**src/rtl/sargantana_icache_ctrl.sv**
```systemverilog
// Sequencing controller for the instruction-cache pipeline stage.
// Accepts a fetch and waits for translation. It then either answers from a
// tag hit or runs a line fill into a chosen victim way and replays the
// response. A flush walks every set once.
// Optional miss counter: define SARGANTANA_ICACHE_MISS_CNT_EN to build it.
// Without it, miss_cnt_o is tied to zero.
module sargantana_icache_ctrl #(
   parameter  int N_WAY      = 4,
   parameter  int N_SETS     = 64,
   parameter  int FILL_BEATS = 2,
   localparam int WAY_W      = (N_WAY > 1) ? $clog2(N_WAY) : 1,
   localparam int SET_W      = (N_SETS > 1) ? $clog2(N_SETS) : 1,
   localparam int BEAT_W     = (FILL_BEATS > 1) ? $clog2(FILL_BEATS) : 1
) (
   input  logic              clk_i,
   input  logic              rst_i,
   input  logic              ireq_valid_i,
   output logic              ireq_ready_o,
   input  logic              ireq_kill_i,
   input  logic              flush_i,
   input  logic              cache_enable_i,
   input  logic              tresp_valid_i,
   input  logic              tresp_xcpt_i,
   input  logic              tag_hit_i,
   input  logic [N_WAY-1:0]  way_valid_i,
   output logic              cmp_enable_o,
   output logic [WAY_W-1:0]  way_to_replace_o,
   output logic              ifill_req_valid_o,
   input  logic              ifill_req_ready_i,
   input  logic              ifill_resp_valid_i,
   output logic              data_we_o,
   output logic [BEAT_W-1:0] beat_idx_o,
   output logic              tag_we_o,
   output logic              ifill_started_o,
   output logic              flush_en_o,
   output logic [SET_W-1:0]  flush_idx_o,
   output logic              resp_valid_o,
   output logic              resp_xcpt_o,
   output logic              busy_o,
   output logic [31:0]       miss_cnt_o
);

   localparam logic [BEAT_W-1:0] LAST_BEAT = BEAT_W'(FILL_BEATS - 1);
   localparam logic [SET_W-1:0]  LAST_SET  = SET_W'(N_SETS - 1);

   typedef enum logic [2:0] {
      IDLE      = 3'd0,
      COMPARE   = 3'd1,
      MISS_REQ  = 3'd2,
      MISS_WAIT = 3'd3,
      REPLAY    = 3'd4,
      FLUSH     = 3'd5
   } state_t;

   state_t             state;
   state_t             next_state;
   logic               cen_q;
   logic [WAY_W-1:0]   victim_q;
   logic               all_valid_q;
   logic [WAY_W-1:0]   rr_ptr;
   logic [BEAT_W-1:0]  beat_cnt;
   logic [SET_W-1:0]   flush_cnt;
   logic               kill_pend;
   logic               flush_pend;

   logic               req_accept;
   logic               start_miss;
   logic               fill_accept;
   logic               fill_beat;
   logic               last_beat;
   logic               flush_last;
   logic               all_valid;
   logic               in_fill;

   // Lowest-index way whose valid bit is clear (0 when none is clear).
   function automatic logic [WAY_W-1:0] first_invalid(input logic [N_WAY-1:0] v);
      logic [WAY_W-1:0] idx;
      idx = '0;
      for (int i = N_WAY - 1; i >= 0; i--) begin
         if (!v[i]) begin
            idx = WAY_W'(i);
         end else begin
            idx = idx;
         end
      end
      return idx;
   endfunction

   assign all_valid        = &way_valid_i;
   assign in_fill          = (state == MISS_REQ) || (state == MISS_WAIT);
   assign busy_o           = (state != IDLE);
   assign way_to_replace_o = victim_q;

   // State register.
   always_ff @(posedge clk_i) begin
      if (rst_i) begin
         state <= IDLE;
      end else begin
         state <= next_state;
      end
   end

   // Next-state selection and the combinational strobes seen by the stage.
   always_comb begin
      next_state        = state;
      ireq_ready_o      = 1'b0;
      cmp_enable_o      = 1'b0;
      ifill_req_valid_o = 1'b0;
      data_we_o         = 1'b0;
      beat_idx_o        = '0;
      tag_we_o          = 1'b0;
      ifill_started_o   = 1'b0;
      flush_en_o        = 1'b0;
      flush_idx_o       = '0;
      resp_valid_o      = 1'b0;
      resp_xcpt_o       = 1'b0;
      req_accept        = 1'b0;
      start_miss        = 1'b0;
      fill_accept       = 1'b0;
      fill_beat         = 1'b0;
      last_beat         = 1'b0;
      flush_last        = 1'b0;
      case (state)
         IDLE: begin
            ireq_ready_o = !flush_i;
            if (flush_i) begin
               next_state = FLUSH;
            end else if (ireq_valid_i) begin
               req_accept = 1'b1;
               next_state = COMPARE;
            end else begin
               next_state = IDLE;
            end
         end
         COMPARE: begin
            cmp_enable_o = tresp_valid_i;
            if (ireq_kill_i) begin
               next_state = IDLE;
            end else if (tresp_valid_i) begin
               if (tresp_xcpt_i) begin
                  resp_valid_o = 1'b1;
                  resp_xcpt_o  = 1'b1;
                  next_state   = IDLE;
               end else if (tag_hit_i && cen_q) begin
                  resp_valid_o = 1'b1;
                  next_state   = IDLE;
               end else begin
                  start_miss = 1'b1;
                  next_state = MISS_REQ;
               end
            end else begin
               next_state = COMPARE;
            end
         end
         MISS_REQ: begin
            ifill_req_valid_o = 1'b1;
            ifill_started_o   = 1'b1;
            if (ifill_req_ready_i) begin
               fill_accept = 1'b1;
               next_state  = MISS_WAIT;
            end else begin
               next_state = MISS_REQ;
            end
         end
         MISS_WAIT: begin
            ifill_started_o = 1'b1;
            if (ifill_resp_valid_i) begin
               fill_beat  = 1'b1;
               data_we_o  = cen_q;
               beat_idx_o = beat_cnt;
               if (beat_cnt == LAST_BEAT) begin
                  // The line is complete: tag goes valid together with the last beat.
                  last_beat = 1'b1;
                  tag_we_o  = cen_q;
                  if (flush_pend || flush_i) begin
                     next_state = FLUSH;
                  end else if (kill_pend || ireq_kill_i) begin
                     next_state = IDLE;
                  end else begin
                     next_state = REPLAY;
                  end
               end else begin
                  next_state = MISS_WAIT;
               end
            end else begin
               next_state = MISS_WAIT;
            end
         end
         REPLAY: begin
            resp_valid_o = !ireq_kill_i;
            next_state   = IDLE;
         end
         FLUSH: begin
            flush_en_o  = 1'b1;
            flush_idx_o = flush_cnt;
            if (flush_cnt == LAST_SET) begin
               flush_last = 1'b1;
               next_state = IDLE;
            end else begin
               next_state = FLUSH;
            end
         end
         default: begin
            next_state = IDLE;
         end
      endcase
   end

   // Request context, victim choice, beat/set counters and deferred kill/flush.
   always_ff @(posedge clk_i) begin
      if (rst_i) begin
         cen_q       <= 1'b0;
         victim_q    <= '0;
         all_valid_q <= 1'b0;
         rr_ptr      <= '0;
         beat_cnt    <= '0;
         flush_cnt   <= '0;
         kill_pend   <= 1'b0;
         flush_pend  <= 1'b0;
      end else begin
         if (req_accept) begin
            cen_q <= cache_enable_i;
         end
         if (start_miss) begin
            victim_q    <= all_valid ? rr_ptr : first_invalid(way_valid_i);
            all_valid_q <= all_valid;
         end
         if (fill_accept || last_beat) begin
            beat_cnt <= '0;
         end else if (fill_beat) begin
            beat_cnt <= beat_cnt + BEAT_W'(1);
         end
         // Kill/flush cannot interrupt a fill; remember them until the last beat.
         if (last_beat || flush_last) begin
            kill_pend  <= 1'b0;
            flush_pend <= 1'b0;
         end else if (in_fill) begin
            kill_pend  <= kill_pend | ireq_kill_i;
            flush_pend <= flush_pend | flush_i;
         end
         // Round-robin only advances when a valid way was actually displaced.
         if (flush_last) begin
            rr_ptr <= '0;
         end else if (last_beat && cen_q && all_valid_q) begin
            rr_ptr <= rr_ptr + WAY_W'(1);
         end
         if (flush_last) begin
            flush_cnt <= '0;
         end else if (state == FLUSH) begin
            flush_cnt <= flush_cnt + SET_W'(1);
         end
      end
   end

`ifdef SARGANTANA_ICACHE_MISS_CNT_EN
   logic [31:0] miss_cnt;

   // Saturating miss counter; survives flushes, cleared only by reset.
   always_ff @(posedge clk_i) begin
      if (rst_i) begin
         miss_cnt <= 32'd0;
      end else if (start_miss && (miss_cnt != 32'hFFFF_FFFF)) begin
         miss_cnt <= miss_cnt + 32'd1;
      end
   end

   assign miss_cnt_o = miss_cnt;
`else
   assign miss_cnt_o = 32'd0;
`endif

endmodule

```
**config.mk**
```make
export PLATFORM = sky130hd
export DESIGN_NAME = sargantana_icache_ctrl
export DESIGN_NICKNAME = d
export VERILOG_FILES = /design/src/rtl/sargantana_icache_ctrl.sv
export SDC_FILE = /design/constraint.sdc
export NUM_CORES = 1
export LEC_CHECK = 0
export CORE_ASPECT_RATIO = 0.9
export CORE_UTILIZATION = 35
export DETAILED_ROUTE_END_ITERATION = 8
export PLACE_DENSITY_LB_ADDON = 0.1
export SYNTH_ARGS = -nofsm -noshare
export SYNTH_HDL_FRONTEND = slang
export SYNTH_SLANG_ARGS = --single-unit
```
**constraint.sdc**
```tcl
create_clock -name clk_i -period 1.48 [get_ports clk_i]
set_clock_uncertainty 0.15 [all_clocks]
set_input_delay 0.296 -clock clk_i [delete_from_list [all_inputs] [get_ports clk_i]]
set_output_delay 0.296 -clock clk_i [all_outputs]
set_load 0.05 [all_outputs]
```
==> metrics <==
# rows 20; NumNets Final 241; GPL Wtd Cong 0.751; CTS tree done; largest net degree at the start of global routing 11; CTS HTree Levels 1; Synth Instances 152; failing checks setup timing; clock sinks 18; WHS Path Cells 2; hold_buf cts 0; Vias 1242; maximum vdd drop 0.000692 V; final number of hold-violating endpoints 0; post-place instance area 1950 um^2; hold slack 0.336 ns; Core ar. 3400 um^2; Post-synth EDFFs 0; sequential fraction of the synthesis area 28.8%; Longest Clk Path Bufs 2; min-delay src kill_pend; Leak Pwr 0.979 nW; total track usage 18.0%; clock slew at reported path FFs 0.07 ns; Final Cell Area 2340 um^2; R2R Path Start state[2]; I/O Pins 66; FMAX 562 MHz; final worst slack -0.299 ns; DRT Pass-1 Iters 4; Cell variety after synth 40; vias in the first global route 1172; DP HPWL 2320 um; final setup fails 33; Die W 65.1 um; crit end category output port; First DRT Iteration DRCs 52; Final period util 120%; CTS buffer count 3; WL final 3410 um; first-pass GRT wire length 5280 um; worst reg2reg setup slack -0.19 ns; Top FF cell, synth dfxtp_1; Tmin final 1.78 ns; CP arrival 1.33 ns; GRT overflow 0; Worst R2R End all_valid_q; Via density 4.63; Hold Path Sink kill_pend; power density over cell area 685 nW/um^2; total power 0.00160 W; Worst Hold Class reg2reg; RSZ-0062 raised after global routing true; Die H 58.8 um; Critical Path Fanout Max 5; Post-Syn Area 1250 um^2; worst reg2reg path depth 5; drt drc 0; status complete, but fails checks; Core Util, Final 68.6%; Post-Syn Area per Cell 8.24 um^2; Ant. Diodes 0; max cap viols 0; die area 3820 um^2; Root Buffer clkbuf_8; initial antenna violation count 0; count of state elements after synthesis 18; Crit path required time 1.03 ns; fraction of registers with async set/reset 0%; Setup crit start kind flip-flop; post-route ant nets 0; drt wl/cell 12.7 um; Layout area overhead 86.5%; Yosys warnings 0; pins over their slew limit 0; IO buf count 33; Clock Latency Late Sink 0.25 ns; Initial Util 36.8%; share of cells above drive strength 1 50.0%; Crit Path Category reg2out
[metrics by stage]
| step | instances | setup slack (ns) | TNS, ns |
|---|---|---|---|
| 2_1_floorplan | 183 | -0.324 | -2.32 |
| 3_5_place_dp | 251 | -0.416 | -5.53 |
| 4_1_cts | 264 | -0.292 | -5.88 |
| 3_3_place_gp | 251 | -0.379 | -5.31 |
| 6_report | 268 | -0.299 | -6.23 |
| 5_1_grt | 268 | -0.334 | -7.82 |
[cells in the mapped netlist, types with 3 or more instances]
master     n  share of area, %
buf_4     33                20
dfxtp_1   18                29
nor2_1    17               5.1
a21oi_1    8               3.2
and2_1     7               3.5
nand2_1    7               2.1
nand3_1    4               1.6
xor2_1     4               2.8
a22oi_1    3               1.8
inv_1      3              0.90
mux2i_1    3               2.4
nand2b_1   3               1.5
nand4_1    3               1.5
nor2b_1    3               1.5
[critical path, cell delays in order, from the launching register on]
cell and delay, ns:
dfxtp_4 0.36, and4bb_4 0.37, a22oi_2 0.10, nor2_4 0.11, buf_12 0.14
[final cells by class]
type                            count  area, um^2
Multi-Input combinational cell    124         950
Timing Repair Buffer               75         893
Tap cell                           44        55.1
Inverter                            3        11.3
Fill cell                         263        1070
Clock buffer                        4        55.1
Sequential cell                    18         372
[flip-flops by register name, summed over array words and instances (netlist names)]
| signal | cells |
|---|---|
| flush_cnt | 6 |
| state | 3 |
| rr_ptr | 2 |
| way_to_replace_o | 2 |
| all_valid_q | 1 |
| beat_cnt | 1 |
| cen_q | 1 |
| flush_pend | 1 |
| kill_pend | 1 |
[metal layers]
layer  wire (um)  part of all wire, %  track usage (%)
met1        1340                   39             21.1
met3         162                  4.8             3.68
met2        1880                   55             34.1
met5           0                    0                0
met4          27                 0.79             3.42
[how the worst max path moves through the flow]
stage             startpoint            to  slack (ns)  cells past startpoint
2_1_floorplan       state[2]      tag_we_o       -0.32                      4
3_3_place_gp   tresp_valid_i   all_valid_q       -0.38                      5
3_5_place_dp   tresp_valid_i   all_valid_q       -0.42                      5
4_1_cts             state[0]  ireq_ready_o       -0.29                      3
5_1_grt             state[0]  ireq_ready_o       -0.33                      3
6_report            state[2]  resp_valid_o       -0.30                      4
[layout by cell type, fill, tap and decap left out, types with 4 or more instances in the layout]
cell type,count
a21oi_1,5
and2_4,7
buf_12,19
buf_4,26
buf_6,15
clkbuf_8,4
clkdlybuf4s50_1,9
conb_1,32
dfxtp_1,15
dlygate4sd2_1,5
nand2_1,5
nor2_1,8
nor2_4,7
[power breakdown]
group	internal (W)	leakage [nW]	total [W]	switching, W
Sequential	0.000499	0.148	0.000515	0.0000166
Combinational	0.000267	0.803	0.000679	0.000412
Clock	0.000236	0.0288	0.000406	0.000170
[repair_timing]
action,in CTS,in global routing
setup buffers,9,4
gates resized for setup,32,31
endpoints found under the setup margin,29,34
gates cloned,1,0
pin swaps,23,13
[cells by family after synthesis]
group / share of synthesized area [%]
other: 0.299
xor gates and xnor gates: 4.20
muxes: 2.40
buffers and inverters: 23.6
adders and majority gates: 0.999
and+or+nand+nor: 25.9
DFF: 28.8
AOI/OAI and AO/OA: 13.9
Note: power is estimated with default switching activity, not from simulation.
